`src/rtl/pulse_train_gen_pkg.sv`:
```
// Shared types and constants for the multi-channel pulse train generator.
package pulse_gen_pkg;

    typedef enum logic {
        IDLE = 1'b0,
        RUN  = 1'b1
    } state_e;

    localparam int unsigned MIN_PERIOD = 2;

    // 1 Hz period / 50% duty at 156.25 MHz for the OTDR laser-pulse timing
    localparam int unsigned DEF_PERIOD_OTDR = 156250000;
    localparam int unsigned DEF_WIDTH_OTDR  = 78125000;

endpackage

```
`src/rtl/pulse_train_gen_if.sv`:
```
// Control, config and output bundle of pulse_train_gen; master drives, slave is the generator.
interface pulse_train_gen_if #(
    parameter int CNT_W  = 32,
    parameter int NUM_CH = 4
);
    logic                    en;
    logic                    mode;
    logic                    trig;
    logic                    cfg_valid;
    logic [CNT_W-1:0]        cfg_period;
    logic [CNT_W-1:0]        cfg_width;
    logic [NUM_CH*CNT_W-1:0] cfg_offset;
    logic [NUM_CH-1:0]       pulse_out;
    logic                    frame_start;
    logic                    busy;
    logic [CNT_W-1:0]        cnt;

    modport master (
        output en, mode, trig, cfg_valid, cfg_period, cfg_width, cfg_offset,
        input  pulse_out, frame_start, busy, cnt
    );

    modport slave (
        input  en, mode, trig, cfg_valid, cfg_period, cfg_width, cfg_offset,
        output pulse_out, frame_start, busy, cnt
    );
endinterface

```
`src/rtl/pulse_train_gen_chan.sv`:
```
// One output channel: phase of the shared count relative to this channel's offset,
// compared against the pulse width and registered.
module pulse_chan
    import pulse_gen_pkg::*;
#(
    parameter int CNT_W = 32
) (
    input  logic             clk,
    input  logic             rst_n,
    input  logic             run,
    input  logic [CNT_W-1:0] cnt,
    input  logic [CNT_W-1:0] period,
    input  logic [CNT_W-1:0] width,
    input  logic [CNT_W-1:0] offset,
    output logic             pulse
);
    logic [CNT_W:0] ph;
    logic           hit;

    // One extra bit so cnt + period cannot overflow before the offset is removed
    always_comb begin
        if (cnt >= offset) ph = {1'b0, cnt} - {1'b0, offset};
        else               ph = {1'b0, cnt} + {1'b0, period} - {1'b0, offset};
    end

    assign hit = run && (offset < period) && (ph < {1'b0, width});

    always_ff @(posedge clk or negedge rst_n) begin
        if (!rst_n) pulse <= 1'b0;
        else        pulse <= hit;
    end
endmodule

```
`src/rtl/pulse_train_gen.sv`:
```
// NUM_CH phase-offset pulse trains from one period counter, with double-buffered
// period/width/offset config and continuous or one-shot operation.
module pulse_train_gen
    import pulse_gen_pkg::*;
#(
    parameter int          CNT_W      = 32,
    parameter int          NUM_CH     = 4,
    parameter int unsigned DEF_PERIOD = DEF_PERIOD_OTDR,
    parameter int unsigned DEF_WIDTH  = DEF_WIDTH_OTDR
) (
    input logic              clk,
    input logic              rst_n,
    pulse_train_gen_if.slave bus
);
    localparam logic [CNT_W-1:0] RST_PERIOD = CNT_W'(DEF_PERIOD);
    localparam logic [CNT_W-1:0] RST_WIDTH  = CNT_W'(DEF_WIDTH);
    localparam logic [CNT_W-1:0] MIN_P      = CNT_W'(MIN_PERIOD);
    localparam logic [CNT_W-1:0] ONE        = CNT_W'(1);

    state_e                       state;
    logic                         one_shot;
    logic [CNT_W-1:0]             cnt_q;
    logic [CNT_W-1:0]             shd_period, shd_width;
    logic [CNT_W-1:0]             act_period, act_width;
    logic [NUM_CH-1:0][CNT_W-1:0] shd_off, act_off;
    logic [NUM_CH-1:0]            pulse_q;
    logic                         frame_q;
    logic                         run, wrap, start;

    assign run   = (state == RUN);
    assign wrap  = run && (cnt_q == act_period - ONE);
    assign start = (state == IDLE) &&
                   ((!bus.mode && bus.en) || (bus.mode && bus.trig));

    // Shadow config: always accepted, only reaches the active set at start or wrap
    always_ff @(posedge clk or negedge rst_n) begin
        if (!rst_n) begin
            shd_period <= RST_PERIOD;
            shd_width  <= RST_WIDTH;
            shd_off    <= '0;
        end else if (bus.cfg_valid) begin
            shd_period <= (bus.cfg_period < MIN_P) ? MIN_P : bus.cfg_period;
            shd_width  <= bus.cfg_width;
            shd_off    <= bus.cfg_offset;
        end
    end

    always_ff @(posedge clk or negedge rst_n) begin
        if (!rst_n) begin
            state      <= IDLE;
            one_shot   <= 1'b0;
            cnt_q      <= '0;
            act_period <= RST_PERIOD;
            act_width  <= RST_WIDTH;
            act_off    <= '0;
        end else begin
            case (state)
                IDLE: begin
                    cnt_q <= '0;
                    if (start) begin
                        state      <= RUN;
                        one_shot   <= bus.mode;
                        act_period <= shd_period;
                        act_width  <= shd_width;
                        act_off    <= shd_off;
                    end
                end
                RUN: begin
                    if (wrap) begin
                        cnt_q      <= '0;
                        act_period <= shd_period;
                        act_width  <= shd_width;
                        act_off    <= shd_off;
                        // en is only looked at here, so a dropped en finishes the period
                        if (one_shot || !bus.en) state <= IDLE;
                    end else begin
                        cnt_q <= cnt_q + ONE;
                    end
                end
            endcase
        end
    end

    always_ff @(posedge clk or negedge rst_n) begin
        if (!rst_n) frame_q <= 1'b0;
        else        frame_q <= run && (cnt_q == '0);
    end

    for (genvar i = 0; i < NUM_CH; i++) begin : g_ch
        pulse_chan #(.CNT_W(CNT_W)) u_chan (
            .clk    (clk),
            .rst_n  (rst_n),
            .run    (run),
            .cnt    (cnt_q),
            .period (act_period),
            .width  (act_width),
            .offset (act_off[i]),
            .pulse  (pulse_q[i])
        );
    end

    assign bus.pulse_out   = pulse_q;
    assign bus.frame_start = frame_q;
    assign bus.busy        = run;
    assign bus.cnt         = cnt_q;
endmodule

```
`src/flat_wrapper.sv`:
```
// flat-port wrapper written by rule: the top's interface ports become plain ports
module pulse_train_gen_flat import pulse_gen_pkg::*;
#(
    parameter int          CNT_W      = 32,
    parameter int          NUM_CH     = 4,
    parameter int unsigned DEF_PERIOD = DEF_PERIOD_OTDR,
    parameter int unsigned DEF_WIDTH  = DEF_WIDTH_OTDR
)
  (clk, rst_n, bus_en, bus_mode, bus_trig, bus_cfg_valid, bus_cfg_period, bus_cfg_width, bus_cfg_offset, bus_pulse_out, bus_frame_start, bus_busy, bus_cnt);
  pulse_train_gen_if #(.CNT_W(CNT_W), .NUM_CH(NUM_CH)) bus_i ();
  input logic clk;
  input logic rst_n;
  input wire logic [$bits(bus_i.en)-1:0] bus_en;
  input wire logic [$bits(bus_i.mode)-1:0] bus_mode;
  input wire logic [$bits(bus_i.trig)-1:0] bus_trig;
  input wire logic [$bits(bus_i.cfg_valid)-1:0] bus_cfg_valid;
  input wire logic [$bits(bus_i.cfg_period)-1:0] bus_cfg_period;
  input wire logic [$bits(bus_i.cfg_width)-1:0] bus_cfg_width;
  input wire logic [$bits(bus_i.cfg_offset)-1:0] bus_cfg_offset;
  output wire logic [$bits(bus_i.pulse_out)-1:0] bus_pulse_out;
  output wire logic [$bits(bus_i.frame_start)-1:0] bus_frame_start;
  output wire logic [$bits(bus_i.busy)-1:0] bus_busy;
  output wire logic [$bits(bus_i.cnt)-1:0] bus_cnt;
  assign bus_i.en = bus_en;
  assign bus_i.mode = bus_mode;
  assign bus_i.trig = bus_trig;
  assign bus_i.cfg_valid = bus_cfg_valid;
  assign bus_i.cfg_period = bus_cfg_period;
  assign bus_i.cfg_width = bus_cfg_width;
  assign bus_i.cfg_offset = bus_cfg_offset;
  assign bus_pulse_out = bus_i.pulse_out;
  assign bus_frame_start = bus_i.frame_start;
  assign bus_busy = bus_i.busy;
  assign bus_cnt = bus_i.cnt;
  pulse_train_gen #(.CNT_W(CNT_W), .NUM_CH(NUM_CH), .DEF_PERIOD(DEF_PERIOD), .DEF_WIDTH(DEF_WIDTH)) u_core (.clk(clk), .rst_n(rst_n), .bus(bus_i));
endmodule
```
`config.mk`:
```
export PLATFORM = sky130hd
export DESIGN_NAME = pulse_train_gen_flat
export DESIGN_NICKNAME = d
export VERILOG_FILES = /design/src/rtl/pulse_train_gen_pkg.sv /design/src/rtl/pulse_train_gen_if.sv /design/src/rtl/pulse_train_gen_chan.sv /design/src/rtl/pulse_train_gen.sv /design/src/flat_wrapper.sv
export SDC_FILE = /design/constraint.sdc
export NUM_CORES = 2
export LEC_CHECK = 0
export CELL_PAD_IN_SITES_DETAIL_PLACEMENT = 1
export CELL_PAD_IN_SITES_GLOBAL_PLACEMENT = 2
export CORE_MARGIN = 2
export CORE_UTILIZATION = 42
export CTS_CLUSTER_DIAMETER = 100
export DETAILED_ROUTE_END_ITERATION = 10
export PLACE_DENSITY = 0.94
export SYNTH_ARGS = -nofsm -noshare
export SYNTH_HDL_FRONTEND = slang
export SYNTH_SLANG_ARGS = --single-unit
```
`constraint.sdc`:
```
create_clock -name clk -period 12.7 [get_ports clk]
set_input_delay 2.54 -clock clk [delete_from_list [all_inputs] [get_ports clk]]
set_output_delay 2.54 -clock clk [all_outputs]
set_load 0.05 [all_outputs]
```
==> impl_metrics.yaml <==
outcome:
  status: "finished, final reports clean"
floorplanning:
  die_w_um: 305.4
  core_area_mm2: 0.09001
  fp-row-count: 110
  floorplan.initialDensity_pct: 42.38
  io_pins: 236
  die_h_um: 305.4
  dieArea_mm2: 0.09326
synthesis:
  synth_top_family_by_area: "compound AO/OA/AOI/OAI gates"
  synth_xor_area_share_pct: 7.048
  async_flop_share_pct: 100.0
  netlist_instances: 4121
  synth_top_area_share_pct: 24.86
  synth-simple-area-share_pct: 12.56
  ys.warnings.count: 0
  synth_nets: 4867
  ys_seq_area_share_pct: 27.89
  synth_mux_area_share_pct: 11.89
  synth_area_mm2: 0.03815
  synth-main-ff-cell: "dfrtp_1"
  synth_edf_count: 0
  synthAdderAreaFrac_pct: 18.15
  netlist_top_cells_area: "dfrtp_1 (25%), ha_1 (18%), mux2_1 (5.7%)"
  synth_cell_type_count: 83
  synth_area_leader_cell: "dfrtp_1"
  synth_area_per_cell_um2: 9.258
  synth-seq-cells: 423
  synth-compound-area-share_pct: 18.32
cts:
  postCtsSetupRepairBufs: 0
  cts_root_buffer: "clkbuf_16"
  cts.path.max_buffers: 3
  cts_hold_buffers: 0
  cts_tree: "yes"
  cts.sinks: 423
  clkTransAtPathRegs_ns: 0.06
  cts_resized: 0
  numCtsBuffers: 49
  clock_latency_ns: 0.64
  htree_num_levels: 2
place:
  io_buffers: 235
  placed_area_mm2: 0.04186
  dp_hpwl_um: 113700
  place_congestion: 0.9947
  pre_cts_ws_ns: 4.324
final_layout:
  fin_nets: 5112
  drive_above_1_share_pct: 9.147
  fillers: 10310
  final_util_pct: 48.47
  final_area_mm2: 0.04363
  area_delta_synth_final_pct: 14.36
timing:
  rsz0062_at_grt: "no"
  finClkSkew_ns: 0.02438
  tightestPinTransition_ns: 1.134
  finalHoldViolations: 0
  setup_slack_ns: 4.208
  setup_violations: 0
  slew_violations: 0
  finalCriticalPeriod_ns: 8.492
  slew_headroom_pct: 23.88
  finalCritPeriodShare_pct: 66.87
  fin_setup_tns_ns: 0
  max_freq_mhz: 117.8
flow_run:
  drv_cap: 0
hold_path:
  hold_depth: 1
  hold_path.class: "flop to flop"
global_route:
  globalRouteTotalUtil_pct: 29.35
  grt_pass1_vias: 35550
  grt_max_degree: 155
  antenna_found_initial: 3
  overflow: 0
  grt_pass1_wl_um: 210100
setup_path:
  critical_path_class: "flop to flop"
  ff2ff_path_depth: 34
  critPathRequiredTime_ns: 13.19
  cp_common_cell: "o21ai_0"
  critPathMaxStageDelay_ns: 0.67
  worst_setup_path_start_kind: "flop"
  slowest_stage: "xnor2_1"
  arrival_ns: 8.99
  critPathMaxFanout: 6
  r2r_slack_ns: 4.21
  endpoint_kind: "flop"
route:
  drt_iter0_drc: 2256
  drt_wl_total_um: 138900
  vias_per_cell: 6.002
  wl_per_cell_um: 24.88
  drc: 0
  firstDrtPassIters: 6
  ant_nets: 0
  vias: 33520
## cells in the final DEF, fill, tap and decap left out, drive strengths merged, types with 46 or more instances in the layout
cell,count
clkbuf,58
nand2,237
buf,51
clkdlybuf4s50,233
nor2,245
mux2,385
dfrtp,379
inv,281
nor2b,64
a21o,216
nand2b,46
xor2,119
xnor2,188
nand3,71
nand4,93
a21oi,339
ha,539
o21ai,246
nor3,51
## flip-flops by register name, summed over array words and instances (netlist names)
| name | count |
|---|---|
| u_core.bus.frame_start | 1 |
| u_core.bus.cnt | 32 |
| u_core.shd_width | 32 |
| u_core.bus.busy | 1 |
| u_core.one_shot | 1 |
| u_core.g_ch.u_chan.pulse | 4 |
| u_core.act_off | 128 |
| u_core.shd_period | 32 |
| u_core.act_width | 32 |
| u_core.act_period | 32 |
| u_core.shd_off | 128 |
## metal layers
layer	up-vias	GRT usage (%)	wire (µm)
met5	-	0	0
met4	0	11.48	5669
met3	229	2.884	6452
met2	867	49.49	65070
met1	16840	38.70	61720
li1	15580	-	-
## final timing paths
| path | start | end |
|---|---|---|
| min in group asynchronous | rst_n | u_core.shd_off[86]$_DFFE_PN0P_ |
| min | u_core.shd_period[31]$_DFFE_PN0P_ | u_core.act_period[31]$_DFFE_PN0P_ |
| max reg2reg | u_core.act_period[1]$_DFFE_PN0P_ | u_core.g_ch[2].u_chan.pulse$_DFF_PN0_ |
| max in group asynchronous | rst_n | u_core.act_off[1]$_DFFE_PN0P_ |
| min reg2reg | u_core.shd_period[31]$_DFFE_PN0P_ | u_core.act_period[31]$_DFFE_PN0P_ |
| max | u_core.act_period[1]$_DFFE_PN0P_ | u_core.g_ch[2].u_chan.pulse$_DFF_PN0_ |
## per-stage QoR
stage | std cells | hold WS [ns]
2_1_floorplan | 4121 | 0.4581
4_1_cts | 5582 | 0.4869
6_report | 5584 | 0.4821
5_1_grt | 5582 | 0.5079
3_3_place_gp | 5490 | 0.4683
3_5_place_dp | 5491 | 0.4733
## cell families (layout without fill, tap and decap cells)
family,count (synthesis),count (layout)
other,0,2
adder cells (fa/ha/maj),548,548
AO/OA/AOI/OAI,1109,1109
flip-flops,423,423
XOR/XNOR,307,307
multiplexers,405,405
buffers and inverters,365,650
AND/OR/NAND/NOR,964,964
## synthesized netlist by cell type, types with 8 or more instances
cell,number
a2111oi_0,22
a211o_1,12
a211oi_1,30
a21boi_0,11
a21o_1,216
a21oi_1,339
a221oi_1,8
a311oi_1,9
a31oi_1,30
and2_1,15
and3_1,39
and4_1,10
buf_6,9
buf_8,11
clkbuf_1,58
dfrtp_1,379
dfstp_2,44
fa_1,9
ha_1,539
inv_1,274
mux2_1,193
mux2_2,192
mux2i_1,20
nand2_1,237
nand2b_1,46
nand3_1,71
nand3b_1,8
nand4_1,93
nor2_1,245
nor2b_1,64
nor3_1,50
nor4_1,33
o2111ai_1,9
o211ai_1,27
o21a_1,37
o21ai_0,245
o21bai_1,35
o31ai_1,19
or3_1,19
xnor2_1,188
xor2_1,119
## worst max-delay path: cells and delay by family, from the launching register on
| family | cells | cell delay, ns |
|---|---|---|
| compound gates | 14 | 3.17 |
| flops | 1 | 0.48 |
| xor+xnor | 2 | 0.83 |
| simple gates | 13 | 2.18 |
| buf+inv | 2 | 0.49 |
| fa+ha+maj | 3 | 1.21 |
## cell type report
type | instances | area, µm² | area share [%]
Multi-Input combinational cell | 3333 | 25960 | 59.50
Sequential cell | 423 | 10640 | 24.39
Timing Repair Buffer | 285 | 2759 | 6.324
Tap cell | 1176 | 1471 | 3.373
Clock buffer | 57 | 1316 | 3.017
Inverter | 274 | 1028 | 2.357
Clock inverter | 34 | 447.9 | 1.027
Antenna cell | 2 | 5.005 | 0.01147
Power is not shown: default switching activity piles up to over one toggle a cycle in this logic, so the estimate is an artifact.
